**config.mk**
```make
export PLATFORM = sky130hd
export DESIGN_NAME = frame_head_seq
export DESIGN_NICKNAME = d
export VERILOG_FILES = /design/src/rtl/frame_head_seq.sv
export SDC_FILE = /design/constraint.sdc
export NUM_CORES = 1
export LEC_CHECK = 0
export ABC_AREA = 1
export CELL_PAD_IN_SITES_DETAIL_PLACEMENT = 0
export CELL_PAD_IN_SITES_GLOBAL_PLACEMENT = 2
export CORE_ASPECT_RATIO = 1.1
export CORE_MARGIN = 2
export CORE_UTILIZATION = 33
export CTS_CLUSTER_DIAMETER = 60
export DETAILED_ROUTE_END_ITERATION = 16
export PLACE_DENSITY = 0.95
export SLEW_MARGIN = 20
export SYNTH_ARGS = -nofsm -noshare
export SYNTH_HDL_FRONTEND = slang
export SYNTH_SLANG_ARGS = --single-unit
```
**constraint.sdc**
```tcl
create_clock -name clk -period 8.2 [get_ports clk]
set_input_delay 1.64 -clock clk [delete_from_list [all_inputs] [get_ports clk]]
set_output_delay 1.64 -clock clk [all_outputs]
set_load 0.05 [all_outputs]
```
**src/rtl/frame_head_seq.sv**
```systemverilog
// ---------------------------------------------------------------------------
// frame_head_seq
//
// Emits the header byte stream for each outgoing frame:
//   sync code -> frame counter -> optional reserved byte -> zero padding
// and keeps the running 48-bit frame counter that advances by a
// configurable step once per frame.
//
// Optional feature (compile-time macro FRAME_HEAD_CHK_EN):
//   appends one check byte (XOR of all earlier header bytes) after the
//   padding; hd_last then marks that check byte.
//
// Ports
//   clk, reset_n        clock, asynchronous active-low reset
//   sync_code_length    number of sync bytes (clamped to SYNC_MAX)
//   sync_code_content   sync bytes, right-aligned, first byte most significant
//   cntr_length         number of counter bytes (clamped to CNTR_MAX)
//   cntr_init           counter reload value
//   cntr_step           counter increment per frame
//   res_flag            emit the reserved byte when 1
//   res_content         reserved byte value
//   framehead_len       minimum header length; short headers are zero-padded
//   cfg_load            one-cycle pulse: reload the counter from cntr_init
//   frame_req           level request for one header
//   frame_ack           one-cycle pulse: request accepted, config snapshotted
//   hd_data/hd_valid/hd_ready/hd_last  header byte stream
//   head_done           one-cycle pulse after the last header byte
//   frame_cnt           current counter value
// ---------------------------------------------------------------------------
module frame_head_seq #(
  parameter int SYNC_MAX = 10,
  parameter int CNTR_MAX = 6
) (
  input  logic                  clk,
  input  logic                  reset_n,
  input  logic [3:0]            sync_code_length,
  input  logic [8*SYNC_MAX-1:0] sync_code_content,
  input  logic [3:0]            cntr_length,
  input  logic [8*CNTR_MAX-1:0] cntr_init,
  input  logic [7:0]            cntr_step,
  input  logic                  res_flag,
  input  logic [7:0]            res_content,
  input  logic [7:0]            framehead_len,
  input  logic                  cfg_load,
  input  logic                  frame_req,
  output logic                  frame_ack,
  output logic [7:0]            hd_data,
  output logic                  hd_valid,
  input  logic                  hd_ready,
  output logic                  hd_last,
  output logic                  head_done,
  output logic [47:0]           frame_cnt
);

  localparam logic [2:0] ST_IDLE = 3'd0;
  localparam logic [2:0] ST_SYNC = 3'd1;
  localparam logic [2:0] ST_CNTR = 3'd2;
  localparam logic [2:0] ST_RES  = 3'd3;
  localparam logic [2:0] ST_PAD  = 3'd4;
  localparam logic [2:0] ST_FIN  = 3'd5;
`ifdef FRAME_HEAD_CHK_EN
  localparam logic [2:0] ST_CHK  = 3'd6;
`endif

  localparam logic [3:0] SYNC_MAX_L = 4'(SYNC_MAX);
  localparam logic [3:0] CNTR_MAX_L = 4'(CNTR_MAX);

  // Phase that follows 'ph', skipping phases of zero length.
  // From ST_IDLE it yields the first phase of a new header.
  function automatic logic [2:0] next_after(
    input logic [2:0] ph,
    input logic [3:0] ls,
    input logic [3:0] lc,
    input logic       lr,
    input logic [7:0] lp
  );
    logic [2:0] a_pad, a_res, a_cntr, a_sync, res;
`ifdef FRAME_HEAD_CHK_EN
    a_pad  = ST_CHK;
`else
    a_pad  = ST_FIN;
`endif
    a_res  = (lp != 8'd0) ? ST_PAD  : a_pad;
    a_cntr = lr           ? ST_RES  : a_res;
    a_sync = (lc != 4'd0) ? ST_CNTR : a_cntr;
    case (ph)
      ST_IDLE: res = (ls != 4'd0) ? ST_SYNC : a_sync;
      ST_SYNC: res = a_sync;
      ST_CNTR: res = a_cntr;
      ST_RES:  res = a_res;
      ST_PAD:  res = a_pad;
      default: res = ST_FIN;
    endcase
    return res;
  endfunction

  logic [2:0]            state;
  logic [7:0]            idx;
  logic [47:0]           cntr;
  logic                  pending;
  logic [7:0]            chk_acc;

  // per-frame snapshot
  logic [8*SYNC_MAX-1:0] sync_s;
  logic [3:0]            ls_s;
  logic [3:0]            lc_s;
  logic                  lr_s;
  logic [7:0]            res_s;
  logic [7:0]            lp_s;
  logic [7:0]            step_s;
  logic [47:0]           cnt_s;

  // lengths derived from the live config inputs (used at accept)
  logic [3:0]            ls_in;
  logic [3:0]            lc_in;
  logic [7:0]            lf_in;
  logic [7:0]            lp_in;
  logic [2:0]            first_phase;

  logic [3:0]            sh_s;
  logic [3:0]            sh_c;
  logic [7:0]            cur_len;
  logic [7:0]            cur_byte;
  logic                  in_phase;
  logic                  last_in_phase;
  logic [2:0]            nxt_phase;
  logic                  xfer;

  always_comb begin
    ls_in       = (sync_code_length > SYNC_MAX_L) ? SYNC_MAX_L : sync_code_length;
    lc_in       = (cntr_length > CNTR_MAX_L) ? CNTR_MAX_L : cntr_length;
    lf_in       = {4'b0, ls_in} + {4'b0, lc_in} + {7'b0, res_flag};
    lp_in       = (framehead_len > lf_in) ? (framehead_len - lf_in) : 8'd0;
    first_phase = next_after(ST_IDLE, ls_in, lc_in, res_flag, lp_in);
  end

  // Current byte is a pure function of (state, idx, snapshot), so it
  // holds naturally while hd_ready is low.
  always_comb begin
    sh_s     = ls_s - idx[3:0] - 4'd1;
    sh_c     = lc_s - idx[3:0] - 4'd1;
    cur_len  = 8'd0;
    cur_byte = 8'h00;
    in_phase = 1'b0;
    case (state)
      ST_SYNC: begin
        in_phase = 1'b1;
        cur_len  = {4'b0, ls_s};
        cur_byte = 8'(sync_s >> {sh_s, 3'b000});
      end
      ST_CNTR: begin
        in_phase = 1'b1;
        cur_len  = {4'b0, lc_s};
        cur_byte = 8'(cnt_s >> {sh_c, 3'b000});
      end
      ST_RES: begin
        in_phase = 1'b1;
        cur_len  = 8'd1;
        cur_byte = res_s;
      end
      ST_PAD: begin
        in_phase = 1'b1;
        cur_len  = lp_s;
        cur_byte = 8'h00;
      end
`ifdef FRAME_HEAD_CHK_EN
      ST_CHK: begin
        in_phase = 1'b1;
        cur_len  = 8'd1;
        cur_byte = chk_acc;
      end
`endif
      default: begin
        in_phase = 1'b0;
      end
    endcase
  end

  assign nxt_phase     = next_after(state, ls_s, lc_s, lr_s, lp_s);
  assign last_in_phase = (idx == cur_len - 8'd1);

  // The ack cycle masks both the stream and head_done, so hd_valid (or
  // head_done for an empty header) appears one cycle after frame_ack.
  assign hd_valid  = in_phase && !frame_ack;
  assign hd_data   = hd_valid ? cur_byte : 8'h00;
  assign hd_last   = hd_valid && last_in_phase && (nxt_phase == ST_FIN);
  assign head_done = (state == ST_FIN) && !frame_ack;
  assign frame_cnt = cntr;
  assign xfer      = hd_valid && hd_ready;

  always_ff @(posedge clk or negedge reset_n) begin
    if (!reset_n) begin
      state     <= ST_IDLE;
      idx       <= '0;
      cntr      <= '0;
      pending   <= 1'b0;
      chk_acc   <= '0;
      frame_ack <= 1'b0;
      sync_s    <= '0;
      ls_s      <= '0;
      lc_s      <= '0;
      lr_s      <= 1'b0;
      res_s     <= '0;
      lp_s      <= '0;
      step_s    <= '0;
      cnt_s     <= '0;
    end else begin
      frame_ack <= 1'b0;
      if (cfg_load && (state != ST_IDLE)) begin
        pending <= 1'b1;
      end
      case (state)
        ST_IDLE: begin
          if (frame_req) begin
            sync_s    <= sync_code_content;
            ls_s      <= ls_in;
            lc_s      <= lc_in;
            lr_s      <= res_flag;
            res_s     <= res_content;
            lp_s      <= lp_in;
            step_s    <= cntr_step;
            cnt_s     <= cntr;
            idx       <= '0;
            chk_acc   <= '0;
            frame_ack <= 1'b1;
            state     <= first_phase;
            // a reload arriving with the request applies after this frame
            if (cfg_load) begin
              pending <= 1'b1;
            end
          end else if (cfg_load) begin
            cntr <= 48'(cntr_init);
          end
        end
        ST_FIN: begin
          if (!frame_ack) begin
            if (pending || cfg_load) begin
              cntr <= 48'(cntr_init);
            end else begin
              cntr <= cntr + {40'b0, step_s};
            end
            pending <= 1'b0;
            state   <= ST_IDLE;
          end
        end
        default: begin
          if (xfer) begin
            chk_acc <= chk_acc ^ cur_byte;
            if (last_in_phase) begin
              state <= nxt_phase;
              idx   <= '0;
            end else begin
              idx <= idx + 8'd1;
            end
          end
        end
      endcase
    end
  end

endmodule

```
Word level (Yosys, flattened, before mapping)
Cells that the tools add are included.
{ "classes": {"add_sub_neg": 10, "n_reduce_logical": 25, "muxes": 37, "n_shift": 2, "bitwise_logic": 1, "n_eq_ne": 11, "n_lt_le_gt_ge": 3} }
{ "ops": {"columns": ["cell", "count"], "rows": [
  ["2-to-1 mux 48 bit", 4],
  ["case mux 48 bit (2 select lines)", 1],
  ["right shift 80 x 7 -> 8 bit", 1],
  ["adder 48 x 8 -> 48 bit", 1],
  ["right shift 48 x 7 -> 8 bit", 1],
  ["2-to-1 mux 8 bit", 5],
  ["case mux 8 bit (4 select lines)", 1],
  ["2-to-1 mux 3 bit", 10],
  ["case mux 8 bit (3 select lines)", 1],
  ["case mux 8 bit (2 select lines)", 1],
  ["nonzero test 4 bit", 4],
  ["nonzero test 8 bit", 2],
  ["case mux 3 bit (4 select lines)", 1],
  ["equality test 3 bit (second input constant)", 3],
  ["2-to-1 mux 1 bit", 9],
  ["nonzero test 3 bit", 3],
  ["adder 8 x 1 -> 8 bit (second input constant)", 1],
  ["equality test 8 bit", 1],
  ["greater-than comparator 8 x 6 -> 1 bit", 1],
  ["2-to-1 mux 4 bit", 2],
  ["!= test 2 bit (second input constant)", 4],
  ["AND reduction 4 bit", 2],
  ["subtractor 4 x 1 -> 4 bit (second input constant)", 2],
  ["subtractor 4 bit", 2],
  ["other kinds (19)", 26]
]} }
{ "totals": {"word_cells": 102, "inputBits": 166, "reg_bits": 222, "output_inout_bits": 60} }

Depth between registers and ports, before layout
{ "depth": {"word_depth": 13, "mapped_depth": 26, "mapped_depth_nobuf": 26} }

Least setup slack after synthesis
Ideal clock, no wire load.
{ "synth_path": {"path_type": "reg-to-output", "start": "reg state[0]", "end": "out hd_last", "arrival_ns": 3.425, "path_slack_ns": 3.135, "required_ns": 6.560, "path_stages_with_launch": 6, "path_buffers": 0, "path_cell_list": "dfrtp_1 -> nor2_2 -> nand2_1 -> a31oi_1 -> clkinv_1 -> nor3_1"} }
{ "synth_between": {"elab_chain_cells": 6} }
{ "synth_rtl": {"columns": ["item", "line_no", "source"], "rows": [
  ["start: declaration", "97", "logic [2:0] state;"],
  ["start signal: assignment", "226", "state <= first_phase;"],
  ["start signal: assignment", "250", "state <= nxt_phase;"],
  ["equality test 3 x 2 -> 1 bit, or another cell as far along", "145", "case (state)"],
  ["OR reduction 4 bit (no line) *", null, null],
  ["2-to-1 mux 1 bit *", "145", null],
  ["logical AND 1 bit *", "184", "assign hd_valid = in_phase && !frame_ack;"],
  ["via hd_valid", "48", "output logic hd_valid,"],
  ["logical AND 1 bit * (2 in a row)", "186", "assign hd_last = hd_valid && last_in_phase && (nxt_phase == ST_FIN);"],
  ["end: declaration", "50", "output logic hd_last,"]
]} }
The timed path passes the listed nets; every way through them passes the cells marked *.

Final worst setup path
{ "layout_path": {"start": "reg idx[0]", "end": "out hd_data[2]"} }
{ "layout_between": {"elab_chain_cells": 5} }
{ "layout_rtl": {"columns": ["item", "line_no", "source"], "rows": [
  ["start: declaration", "98", "logic [7:0] idx;"],
  ["start signal: assignment", "253", "idx <= idx + 8'd1;"],
  ["subtractor 4 bit (on tied branches)", "140, 141", null],
  ["subtractor 4 x 1 -> 4 bit (on tied branches)", "140, 141", null],
  ["right shift 80 x 7 -> 8 bit / right shift 48 x 7 -> 8 bit (equally long branches)", "149, 154", null],
  ["case mux 8 bit (3 select lines) *", "145", null],
  ["2-to-1 mux 8 bit *", "185", "assign hd_data = hd_valid ? cur_byte : 8'h00;"],
  ["end: declaration", "47", "output logic [7:0] hd_data,"]
]} }
Mark *: on every way between the ends. The rest lies on a longest branch, timed or not.

==> out/summary.txt <==
Max frequency -> 160 MHz
TritonCTS clock tree -> done
Area added between synthesis and finish -> 27.8%
Sequential area share after synthesis -> 0.422
Met2 usage -> 0.371
RSZ-0062 raised after global routing -> false
GRT overflow -> 0
R2r worst-path depth -> 12
CP Data Required Time -> 6.56 ns
Power, Total -> 7.50 mW
Area contributors post-synth -> dfrtp_1 (42%), nand2_1 (18%), o21ai_0 (6.3%)
Dpl hpwl -> 34,400 µm
VDD IR-drop max -> 0.000245 V
Power Density -> 446 nW/µm²
Final number of max-transition violations -> 0
CTS Buffer Depth -> 3
Layer with the highest usage -> met2
Via Count -> 13,000
Ratio of final minimum period to clock period -> 0.762
Tmin final -> 6.25 ns
Syn_area_per_cell -> 7.22 µm²
Startpoint types -> register
DP Area -> 15,800 µm²
Critical Path Sink Type -> output port
Critical-path cell list -> inv_1 -> ha_1 -> fa_1 -> xnor2_1 -> inv_1 -> or2_2 -> o21ai_0 -> nand3_1 -> a31oi_1 -> clkdlybuf4s50_1
Status -> finished, violations left
Smallest hold slack -> 0.472 ns
Netlist cell types -> 53
Hold path cells -> 2
# clock sinks -> 222
Core area -> 39,300 µm²
Vias in the first global route -> 13,300
Setup violations, final -> 0
Global-route wire length before repair -> 72,200 µm
Leakage -> 7.60 nW
CTS Root Cell -> clkbuf_16
Htree depth -> 1
Worst min path class -> reg2reg
Setup ws final -> 1.95 ns
Largest net degree at the start of global routing -> 106
Critical Path Stages -> 10
Die Area -> 41,500 µm²
Non-Filler Instances -> 2,540
Synthesized Nets -> 2,020
DRT Pass-1 Iters -> 14
Top-area cell type share of the netlist area -> 0.422
Family with the most delay on the worst path -> buffers and inverters
Slew @ Worst Pin -> 0.975 ns
Crit-path max FO -> 14
Num rows -> 76
Dpl cells -> 2,485
Die Span X -> 194 µm
Routability Congestion -> 0.932
GR Util met1 -> 0.285
Failing checks -> DRC
CTS clk-pin slew, worst paths -> 0.06 ns
Overall routing resource usage -> 0.220
CP max stage delay -> 0.85 ns
Die height -> 214 µm
Resized Gates After CTS -> 0
Nets -> 2,206
Critical path arrival -> 4.61 ns
Drt drc -> 14
Setup CP Type -> reg2out
IO Pins -> 226
Cell Area, Synth -> 13,200 µm²
Max-slew headroom -> 0.350
Worst skew pair latency -> 0.56 ns
Post-CTS setup buffer count -> 0
# hold bufs at CTS -> 0
Clk_skew -> 0.0185 ns
Crit path top cell by count -> inv_1
Yosys top cell by area -> dfrtp_1
Yosys warns -> 0
Post-route ant nets -> 0
Final hold vios -> 0
Grt met3 use -> 0.0365
Vias per std cell -> 5.10
Setup WS pre-CTS -> 2.45 ns
Port Buffers -> 225
Critical-path top delay cell -> clkdlybuf4s50_1
Final instance area -> 16,800 µm²
CP bufs+invs -> 3
Initial antenna violation count -> 1
Drt wl/cell -> 18.0 µm
Setup tns final -> 0 ns
Utilization after layout -> 0.428
Total CTS buffers -> 29
Initial core utilization -> 0.335
Iter 0 DRT Violations -> 786
Synth Register Bits -> 222
Overall routed net length -> 45,700 µm
MaxCap Viol Count -> 0
Layout cell share with drive strength beyond 1 -> 0.0512
Mapped Cells -> 1,823
[cells in the final DEF, fill, tap and decap left out, types with 4 or more instances in the layout]
cell type / synthesis / layout
clkbuf_16: 0 / 29
a21oi_1: 42 / 42
nor2_2: 8 / 8
nor3_1: 38 / 38
xor2_1: 21 / 21
o21ai_1: 4 / 4
nor2_4: 5 / 5
o21ai_0: 166 / 166
mux2i_1: 8 / 8
nand4_1: 19 / 19
nor4_1: 12 / 12
nor2_1: 138 / 138
clkdlybuf4s50_1: 0 / 224
fa_1: 6 / 6
nand2_1: 633 / 632
a31oi_1: 11 / 11
inv_2: 6 / 8
nand3_1: 118 / 118
o211ai_1: 39 / 39
o221ai_1: 5 / 5
clkbuf_8: 0 / 4
o22ai_1: 15 / 15
dfrtp_1: 222 / 222
nand2_2: 4 / 4
inv_1: 147 / 145
xnor2_1: 10 / 9
o2111ai_1: 8 / 8
clkinv_4: 0 / 7
buf_4: 3 / 9
ha_1: 25 / 25
[worst paths after layout]
check / slack [ns] / start / end
setup / recovery: 1.95 / idx[0]$_DFFE_PN0P_ / hd_data[2]
setup reg to reg: 4.79 / frame_cnt[0]$_DFFE_PN0P_ / frame_cnt[30]$_DFFE_PN0P_
hold / removal: 0.47 / cnt_s[17]$_DFFE_PN0P_ / cnt_s[17]$_DFFE_PN0P_
hold reg to reg: 0.47 / cnt_s[17]$_DFFE_PN0P_ / cnt_s[17]$_DFFE_PN0P_
min in group asynchronous: 1.11 / reset_n / sync_s[18]$_DFFE_PN0P_
max in group asynchronous: 5.71 / reset_n / res_s[4]$_DFFE_PN0P_
[worst min-delay path, stage by stage (launching register included)]
cell     delay [ns]
dfrtp_1        0.34
nand2_1        0.05
nand2_1        0.05
[cells by family after synthesis]
group                      after synthesis  synth area share
xor gates and xnor gates                31            0.0206
other                                    1          0.000285
muxes                                    8           0.00608
and+or+nand+nor                        992             0.316
AOI/OAI and AO/OA                      304             0.132
adders and majority gates               31            0.0329
buffers and inverters                  234            0.0699
DFF                                    222             0.422
[cell type report]
type	instances	area, µm²
antenna	1	2.50
clock buffer	35	788
clock inverter	19	229
fill	4015	22400
inverter	155	584
multi-input combinational	1367	6710
sequential	222	5560
tap	507	634
timing repair buffer	234	2320
[power breakdown]
part / total (mW) / switching (mW) / internal, mW
sequential: 2.07 / 0.465 / 1.61
clock: 1.33 / 0.537 / 0.791
combinational: 4.10 / 2.79 / 1.31
total: 7.50 / 3.79 / 3.71
[routing by layer]
layer | wire length (µm) | part of all wire | vias to the layer above
met1 | 20200 | 0.44 | 6119
met3 | 2730 | 0.060 | 88
li1 | - | - | 6356
met2 | 21200 | 0.46 | 394
met4 | 1680 | 0.037 | 0
met5 | 0 | 0 | -
[synthesized netlist by cell type (all sizes together)]
master     n
a21boi     1
a21o       1
a21oi     43
a22o       2
a22oi      1
a311oi     1
a31o       1
a31oi     11
and3       1
buf       13
clkbuf    66
clkinv     2
conb       1
dfrtp    222
fa         6
ha        25
inv      153
mux2i      8
nand2    637
nand3    122
nand3b     2
nand4     19
nor2     151
nor3      40
nor3b      2
nor4      14
o2111ai    8
o211ai    39
o21ai    171
o21bai     2
o221ai     5
o22ai     15
o31ai      3
or2        4
xnor2     10
xor2      21
[state kept, by name, indices dropped and copies added (netlist names)]
register,count
cnt_s,48
frame_ack,1
frame_cnt,48
idx,8
lc_s,4
lp_s,8
lr_s,1
ls_s,4
pending,1
res_s,8
state,3
step_s,8
sync_s,80
(Power assumes the default switching activity.)
